### config.mk
export PLATFORM = sky130hd
export DESIGN_NAME = debounce_bank_flat
export DESIGN_NICKNAME = d
export VERILOG_FILES = /design/src/rtl/debounce_pkg.sv /design/src/rtl/debounce_bank_if.sv /design/src/rtl/debounce_chan.sv /design/src/rtl/debounce_bank.sv /design/src/flat_wrapper.sv
export SDC_FILE = /design/constraint.sdc
export NUM_CORES = 1
export LEC_CHECK = 0
export ABC_AREA = 1
export BUFFER_PORTS_ARGS = -buffer_cell sky130_fd_sc_hd__clkbuf_2
export CAP_MARGIN = 0
export CORE_MARGIN = 3
export CORE_UTILIZATION = 60
export CTS_BUF_LIST = sky130_fd_sc_hd__clkbuf_4 sky130_fd_sc_hd__clkbuf_8
export DETAILED_ROUTE_END_ITERATION = 10
export PLACE_DENSITY = 0.93
export SYNTH_ARGS = -nofsm -noshare
export SYNTH_HDL_FRONTEND = slang
export SYNTH_HIERARCHICAL = 1
export SYNTH_SLANG_ARGS = --single-unit
### constraint.sdc
create_clock -name clk -period 1.5 [get_ports clk]
set_input_delay 0.15 -clock clk [delete_from_list [all_inputs] [get_ports clk]]
set_output_delay 0.15 -clock clk [all_outputs]
set_load 0.005 [all_outputs]
### src/rtl/debounce_pkg.sv
// Shared types and defaults for the pushbutton debouncer bank.
package debounce_pkg;

    localparam int unsigned STABLE_CYCLES_DEF = 16;
    localparam int unsigned HOLD_CYCLES_DEF   = 1000;

    typedef enum logic {
        ST_STABLE = 1'b0,
        ST_ARMING = 1'b1
    } chan_state_e;

    // Never returns 0 so derived counter widths stay legal for tiny limits.
    function automatic int unsigned clog2_safe(input int unsigned value);
        return (value <= 2) ? 1 : $clog2(value);
    endfunction

endpackage

### src/rtl/debounce_bank_if.sv
// Button-side and clean-side signal bundle for debounce_bank.
interface debounce_bank_if #(
    parameter int unsigned N_CH = 4
);
    logic [N_CH-1:0] button;
    logic [N_CH-1:0] clean;
    logic [N_CH-1:0] rise;
    logic [N_CH-1:0] fall;
    logic [N_CH-1:0] hold;

    modport master (output button, input clean, input rise, input fall, input hold);
    modport slave  (input button, output clean, output rise, output fall, output hold);
endinterface

### src/rtl/debounce_chan.sv
// One debouncer channel: 2-flop synchroniser, stability counter, edge pulses.
// Define LONG_PRESS_EN to add the per-channel long-press hold pulse.
module debounce_chan
    import debounce_pkg::*;
#(
    parameter int unsigned STABLE_CYCLES = STABLE_CYCLES_DEF,
    parameter int unsigned HOLD_CYCLES   = HOLD_CYCLES_DEF,
    parameter logic        RESET_VAL     = 1'b0
) (
    input  logic clk,
    input  logic rst_n,
    input  logic button,
    output logic clean,
    output logic rise,
    output logic fall,
    output logic hold
);
    localparam int unsigned CNT_W = clog2_safe(STABLE_CYCLES + 1);

    logic             sync0_q, sync1_q;
    logic             clean_q, clean_d;
    logic [CNT_W-1:0] cnt_q, cnt_d;
    logic             rise_q, rise_d;
    logic             fall_q, fall_d;
    chan_state_e      state;

    // Arming is implied whenever the synchronised level disagrees with clean.
    assign state = (sync1_q != clean_q) ? ST_ARMING : ST_STABLE;

    always_comb begin
        cnt_d   = '0;
        clean_d = clean_q;
        rise_d  = 1'b0;
        fall_d  = 1'b0;
        unique case (state)
            ST_STABLE: cnt_d = '0;
            ST_ARMING: begin
                if (cnt_q == CNT_W'(STABLE_CYCLES - 1)) begin
                    clean_d = sync1_q;
                    rise_d  = sync1_q;
                    fall_d  = ~sync1_q;
                end else begin
                    cnt_d = cnt_q + CNT_W'(1);
                end
            end
            default: cnt_d = '0;
        endcase
    end

    always_ff @(posedge clk or negedge rst_n) begin
        if (!rst_n) begin
            sync0_q <= RESET_VAL;
            sync1_q <= RESET_VAL;
            clean_q <= RESET_VAL;
            cnt_q   <= '0;
            rise_q  <= 1'b0;
            fall_q  <= 1'b0;
        end else begin
            sync0_q <= button;
            sync1_q <= sync0_q;
            clean_q <= clean_d;
            cnt_q   <= cnt_d;
            rise_q  <= rise_d;
            fall_q  <= fall_d;
        end
    end

    assign clean = clean_q;
    assign rise  = rise_q;
    assign fall  = fall_q;

`ifdef LONG_PRESS_EN
    localparam int unsigned HOLD_W = clog2_safe(HOLD_CYCLES + 1);

    logic [HOLD_W-1:0] hold_cnt_q;
    logic              hold_q;

    // Counter saturates, so the pulse fires once per press; a release re-arms it.
    always_ff @(posedge clk or negedge rst_n) begin
        if (!rst_n) begin
            hold_cnt_q <= '0;
            hold_q     <= 1'b0;
        end else if (!clean_q) begin
            hold_cnt_q <= '0;
            hold_q     <= 1'b0;
        end else begin
            if (hold_cnt_q != HOLD_W'(HOLD_CYCLES)) begin
                hold_cnt_q <= hold_cnt_q + HOLD_W'(1);
            end
            hold_q <= (hold_cnt_q == HOLD_W'(HOLD_CYCLES - 1));
        end
    end

    assign hold = hold_q;
`else
    logic unused_hold_cfg;
    assign unused_hold_cfg = |HOLD_CYCLES;
    assign hold            = 1'b0;
`endif

endmodule

### src/rtl/debounce_bank.sv
// N-channel pushbutton debouncer; each channel is an independent debounce_chan.
// Define LONG_PRESS_EN to enable the long-press hold pulses.
module debounce_bank
    import debounce_pkg::*;
#(
    parameter int unsigned N_CH          = 4,
    parameter int unsigned STABLE_CYCLES = STABLE_CYCLES_DEF,
    parameter logic        RESET_VAL     = 1'b0,
    parameter int unsigned HOLD_CYCLES   = HOLD_CYCLES_DEF
) (
    input  logic            clk,
    input  logic            rst_n,
    debounce_bank_if.slave  bus
);

    for (genvar i = 0; i < N_CH; i++) begin : g_chan
        debounce_chan #(
            .STABLE_CYCLES (STABLE_CYCLES),
            .HOLD_CYCLES   (HOLD_CYCLES),
            .RESET_VAL     (RESET_VAL)
        ) u_chan (
            .clk    (clk),
            .rst_n  (rst_n),
            .button (bus.button[i]),
            .clean  (bus.clean[i]),
            .rise   (bus.rise[i]),
            .fall   (bus.fall[i]),
            .hold   (bus.hold[i])
        );
    end

endmodule
### src/flat_wrapper.sv
// flat-port wrapper written by rule: the top's interface ports become plain ports
module debounce_bank_flat import debounce_pkg::*;
#(
    parameter int unsigned N_CH          = 4,
    parameter int unsigned STABLE_CYCLES = STABLE_CYCLES_DEF,
    parameter logic        RESET_VAL     = 1'b0,
    parameter int unsigned HOLD_CYCLES   = HOLD_CYCLES_DEF
)
  (clk, rst_n, bus_button, bus_clean, bus_rise, bus_fall, bus_hold);
  debounce_bank_if #(.N_CH(N_CH)) bus_i ();
  input  logic clk;
  input  logic rst_n;
  input wire logic [$bits(bus_i.button)-1:0] bus_button;
  output wire logic [$bits(bus_i.clean)-1:0] bus_clean;
  output wire logic [$bits(bus_i.rise)-1:0] bus_rise;
  output wire logic [$bits(bus_i.fall)-1:0] bus_fall;
  output wire logic [$bits(bus_i.hold)-1:0] bus_hold;
  assign bus_i.button = bus_button;
  assign bus_clean = bus_i.clean;
  assign bus_rise = bus_i.rise;
  assign bus_fall = bus_i.fall;
  assign bus_hold = bus_i.hold;
  debounce_bank #(.N_CH(N_CH), .STABLE_CYCLES(STABLE_CYCLES), .RESET_VAL(RESET_VAL), .HOLD_CYCLES(HOLD_CYCLES)) u_core (.clk(clk), .rst_n(rst_n), .bus(bus_i));
endmodule
# Word level (Yosys, flattened, before mapping)
# Index checks and enable logic that the tools add are counted.
[op_classes]
addsub = 4
mul = 0
n_div = 0
n_lt_le_gt_ge = 0
eq_ne = 8
shift = 0
n_mux = 28
n_bitwise = 8
reduce_logical = 4
[op_table]
columns = ["cell", "n"]
rows = [
  ["$pmux 5 s2", 4],
  ["$add 5x1->5 const B", 4],
  ["$eq 5x4->1 const B", 4],
  ["$mux 1", 20],
  ["$mux 5", 4],
  ["$not 1->1", 8],
  ["$reduce_and 2->1", 4],
  ["$ne 1x1->1", 4],
]
[totals]
ff_bits = 40
latchBits = 0
ramBits = 0
rom_bits = 0
out_inout_bits = 16
elab_cells = 76
mem_count = 0

# Logic depth before layout (Yosys ltp)
[depth]
depth_word = 4
ltp_mapped = 5
depth_no_buf = 5

# Hierarchy
# Netlist, hierarchy kept.
[by_module_without_submodules]
columns = ["module", "n_inst", "cells_per_inst", "area_each_um2"]
rows = [
  ["debounce_chan", 4, 42, 401.6],
]

# Worst setup path before layout
# OpenSTA, ideal clock, no wires.
[synth_path]
path_kind = "reg-to-reg"
startpoint = "register u_core.g_chan[0].u_chan.cnt_q[0]"
endpoint = "register u_core.g_chan[0].u_chan.cnt_q[0]"
setup_ns = 0.120
t_arrival_ns = 0.858
setup_slack_ns = 0.522
path_stages_with_launch = 5
n_path_buf = 0
path_cell_list = "dfrtp_1 ha_1 nand4_2 nand2_1 nor2_1"
[synth_between]
elab_chain_cells = 3
word_cells_on_any_way = 4
[synth_rtl]
columns = ["item", "line_no", "text"]
rows = [
  ["from (decl)", "debounce_chan.sv:22", "logic [CNT_W-1:0] cnt_q, cnt_d;"],
  ["from (signal assigned)", "debounce_chan.sv:62", "cnt_q <= cnt_d;"],
  ["$add 5x1->5 or $eq 5x4->1 (tied branches)", "debounce_chan.sv:43, debounce_chan.sv:38", ""],
  ["$mux 5 (*)", "debounce_chan.sv:38", "if (cnt_q == CNT_W'(STABLE_CYCLES - 1)) begin"],
  ["$pmux 5 s2 (*)", "debounce_chan.sv:35", "unique case (state)"],
  ["net u_core.g_chan[0].u_chan.cnt_d[0]", "debounce_chan.sv:22", ""],
]
# Mark *: on every way through the listed nets, which the timed path passes. The rest lies on a longest branch.
# A chain may end at the register's enable or synchronous reset.

# Worst setup path after layout
[layout_path]
startpoint = "register u_core.g_chan[1].u_chan.cnt_q[0]"
endpoint = "register u_core.g_chan[1].u_chan.cnt_q[0]"
[layout_between]
elab_chain_cells = 3
word_cells_on_any_way = 4
[layout_rtl]
columns = ["item", "line_no"]
rows = [
  ["from (decl)", "debounce_chan.sv:22"],
  ["from (signal assigned)", "debounce_chan.sv:62"],
  ["$add 5x1->5 or $eq 5x4->1 (tied branches)", "debounce_chan.sv:43, debounce_chan.sv:38"],
  ["$mux 5 (*)", "debounce_chan.sv:38"],
  ["$pmux 5 s2 (*)", "debounce_chan.sv:35"],
  ["net u_core.g_chan[1].u_chan.cnt_d[0]", "debounce_chan.sv:22"],
]
# Marked as above.

==> run_results.csv <==
group,metric,value,unit
clock_network,clk_pin_slew,110,ps
power_and_ir_drop,leakagePower,1.040,nW
timing,fmax,0.8823,GHz
die,die-area,3334,µm²
timing,fin_crit_sh,75.56,%
grt,antenna_found_initial,0,
clock_network,cts_root_buf,"clkbuf_4",
critical_path,cp.arrival,1370,ps
clock_network,post_cts_buffers,0,
clock_network,h-tree-depth,2,
clock_network,cts.sinks,40,
detailed_routing,ant_nets,0,
clock_network,ctsHoldBuffers,5,
timing,skew,9.438,ps
timing,slew_viol_final,0,
timing,rsz0062_at_grt,"no",
critical_path,reg2reg_from,"u_core/g_chan[1].u_chan/cnt_q[0]",
final_layout,num_antenna_cells,0,
clock_network,clockBufferDepth,2,
critical_path,cp_max_fo,4,
place,place_inst,213,
power_and_ir_drop,ir_drop,849.7,µV
place,dp_hpwl,1985,µm
yosys,syn-num-nets,178,
detailed_routing,vias,1170,
power_and_ir_drop,pwr_density_cell,1018,nW/µm²
yosys,netlist_instances,168,
die,die_w,57.75,µm
timing,fin_crit,1133,ps
timing,setup_tns,0,ps
die,ios,22,
place,finalWeightedCongestion,0.7769,
critical_path,worstPathRequired,1740,ps
critical_path,cp-end-kind,"flop",
grt,grt_overflow_total,0,
final_layout,post-route-util,72.52,%
clock_network,cts_tree,"done",
detailed_routing,drt_wl_total,2880,µm
timing,setup_viol,0,
detailed_routing,dr.pass1.iters,4,
yosys,synth-seq-area-share,62.31,%
final_layout,fin_cells,225,
clock_network,ctsResizeCount,0,
hold_path,hp-class,"in -> async",
run,max_cap_violations,0,
die,num_rows,18,
detailed_routing,viasPerCell,5.200,
timing,hold_violations,0,
clock_network,cts_buffers,5,
critical_path,r2r-end,"u_core/g_chan[1].u_chan/cnt_q[0]",
grt,grt_pass1_vias,1282,
detailed_routing,drc_errors,0,
yosys,netlist_area,1607,µm²
grt,grt_max_degree,19,
die,start_util,63.69,%
grt,grt_pass1_wl,5354,µm
grt,grt_usage,21.43,%
yosys,syn_avg_cell_area,9.563,µm²
detailed_routing,avgRoutedWirePerCell,12.80,µm
clock_network,clk_latency,350,ps
critical_path,worstSetupStartpointType,"flop",
die,die_y,57.75,µm
final_layout,drive_above_1_share,15.38,%
critical_path,reg2regPathDepth,4,
final_layout,final_nets,205,
critical_path,startpoint,"u_core/g_chan[1].u_chan/cnt_q[0]",
critical_path,criticalPathCategory,"reg -> reg",
critical_path,reg2reg_slack,370,ps
outcome,status,"finished, final reports clean",
detailed_routing,first_iter_violations,44,
die,core_area,2522,µm²
final_layout,area_delta_synth_final,13.86,%
yosys,synth-seq-cells,40,
yosys,synth_cell_types,11,
yosys,ys.warnings.count,6,
place,port_buffers,17,
[power breakdown]
group          internal [mW]  leakage [nW]  switching [mW]
registers               1.11         0.530          0.0351
clock network          0.266        0.0374           0.329
logic                 0.0473         0.472          0.0689
total                   1.43          1.04           0.434
[Yosys cell counts]
library cell | instances | area, µm²
buf_4 | 4 | 30.03
conb_1 | 4 | 15.01
dfrtp_1 | 40 | 1001
ha_1 | 4 | 50.05
inv_1 | 24 | 90.09
nand2_1 | 40 | 150.1
nand3_1 | 8 | 40.04
nand4_1 | 4 | 25.02
nand4_2 | 4 | 50.05
nor2_1 | 32 | 120.1
xnor2_1 | 4 | 35.03
[metal layers]
metal | share of wire [%] | vias to the layer above | track usage (%)
met2 | 54 | 34 | 36.29
met4 | 2.8 | 0 | 12.91
li1 | - | 554 | -
met1 | 38 | 573 | 22.37
met5 | 0 | - | 0
met3 | 5.6 | 9 | 8.241
[cell families after synthesis]
logic type	Yosys count	synth area share, %
simple gates	88	23.99
xor+xnor	4	2.180
flops	40	62.31
fa+ha+maj	4	3.115
buf+inv	28	7.477
other cells	4	0.9343
[worst max-delay path by stage]
stage	end	slack (ps)	cells past startpoint
floorplan	u_core/g_chan[0].u_chan/cnt_q[0]	520	4
global placement	u_core/g_chan[3].u_chan/cnt_q[0]	450	4
detailed placement	u_core/g_chan[2].u_chan/cnt_q[3]	390	4
CTS	u_core/g_chan[2].u_chan/cnt_q[3]	380	4
global route	u_core/g_chan[2].u_chan/cnt_q[1]	250	4
finish	u_core/g_chan[1].u_chan/cnt_q[0]	370	4
[worst max-delay path, cell delays in order, from the launching register on]
cell,delay [ps]
dfrtp_1,410
ha_1,240
nand4_2,170
nand2_1,150
nor2_1,60
[cells in the final DEF (no fill, tap or decap)]
master,netlist,layout
buf_4,4,2
nand2_1,40,40
ha_1,4,4
dfrtp_1,40,40
nand3_1,8,8
conb_1,4,4
clkbuf_8,0,2
dlygate4sd3_1,0,5
nand4_1,4,4
inv_1,24,24
clkbuf_2,0,17
nor2_1,32,32
clkbuf_4,0,5
xnor2_1,4,4
nand4_2,4,4
[sequential cells by signal (all words and copies together), names as in the netlist]
register,count
u_core/g_chan.u_chan/sync0_q,4
u_core/g_chan.u_chan/sync1_q,4
u_core/g_chan.u_chan/clean,4
u_core/g_chan.u_chan/cnt_q,20
u_core/g_chan.u_chan/rise,4
u_core/g_chan.u_chan/fall,4
[cell type report]
cell class / count / area, µm²
Multi-Input combinational cell: 100 / 485.5
Fill cell: 162 / 693.2
Tap cell: 30 / 37.54
Clock buffer: 7 / 65.06
Sequential cell: 40 / 1001
Inverter: 24 / 90.09
Timing Repair Buffer: 24 / 150.1
[metrics by stage]
step,area (µm²),hold slack [ps],worst slack (ps),power (mW)
5_1_grt,1829,280.1,250.4,1.946
3_3_place_gp,1714,101.0,452.9,1.263
4_1_cts,1829,260.7,378.9,1.874
2_1_floorplan,1607,-145.6,522.1,1.232
6_report,1829,256.8,366.6,1.861
3_5_place_dp,1714,106.1,392.2,1.276
(Power assumes the default switching activity.)
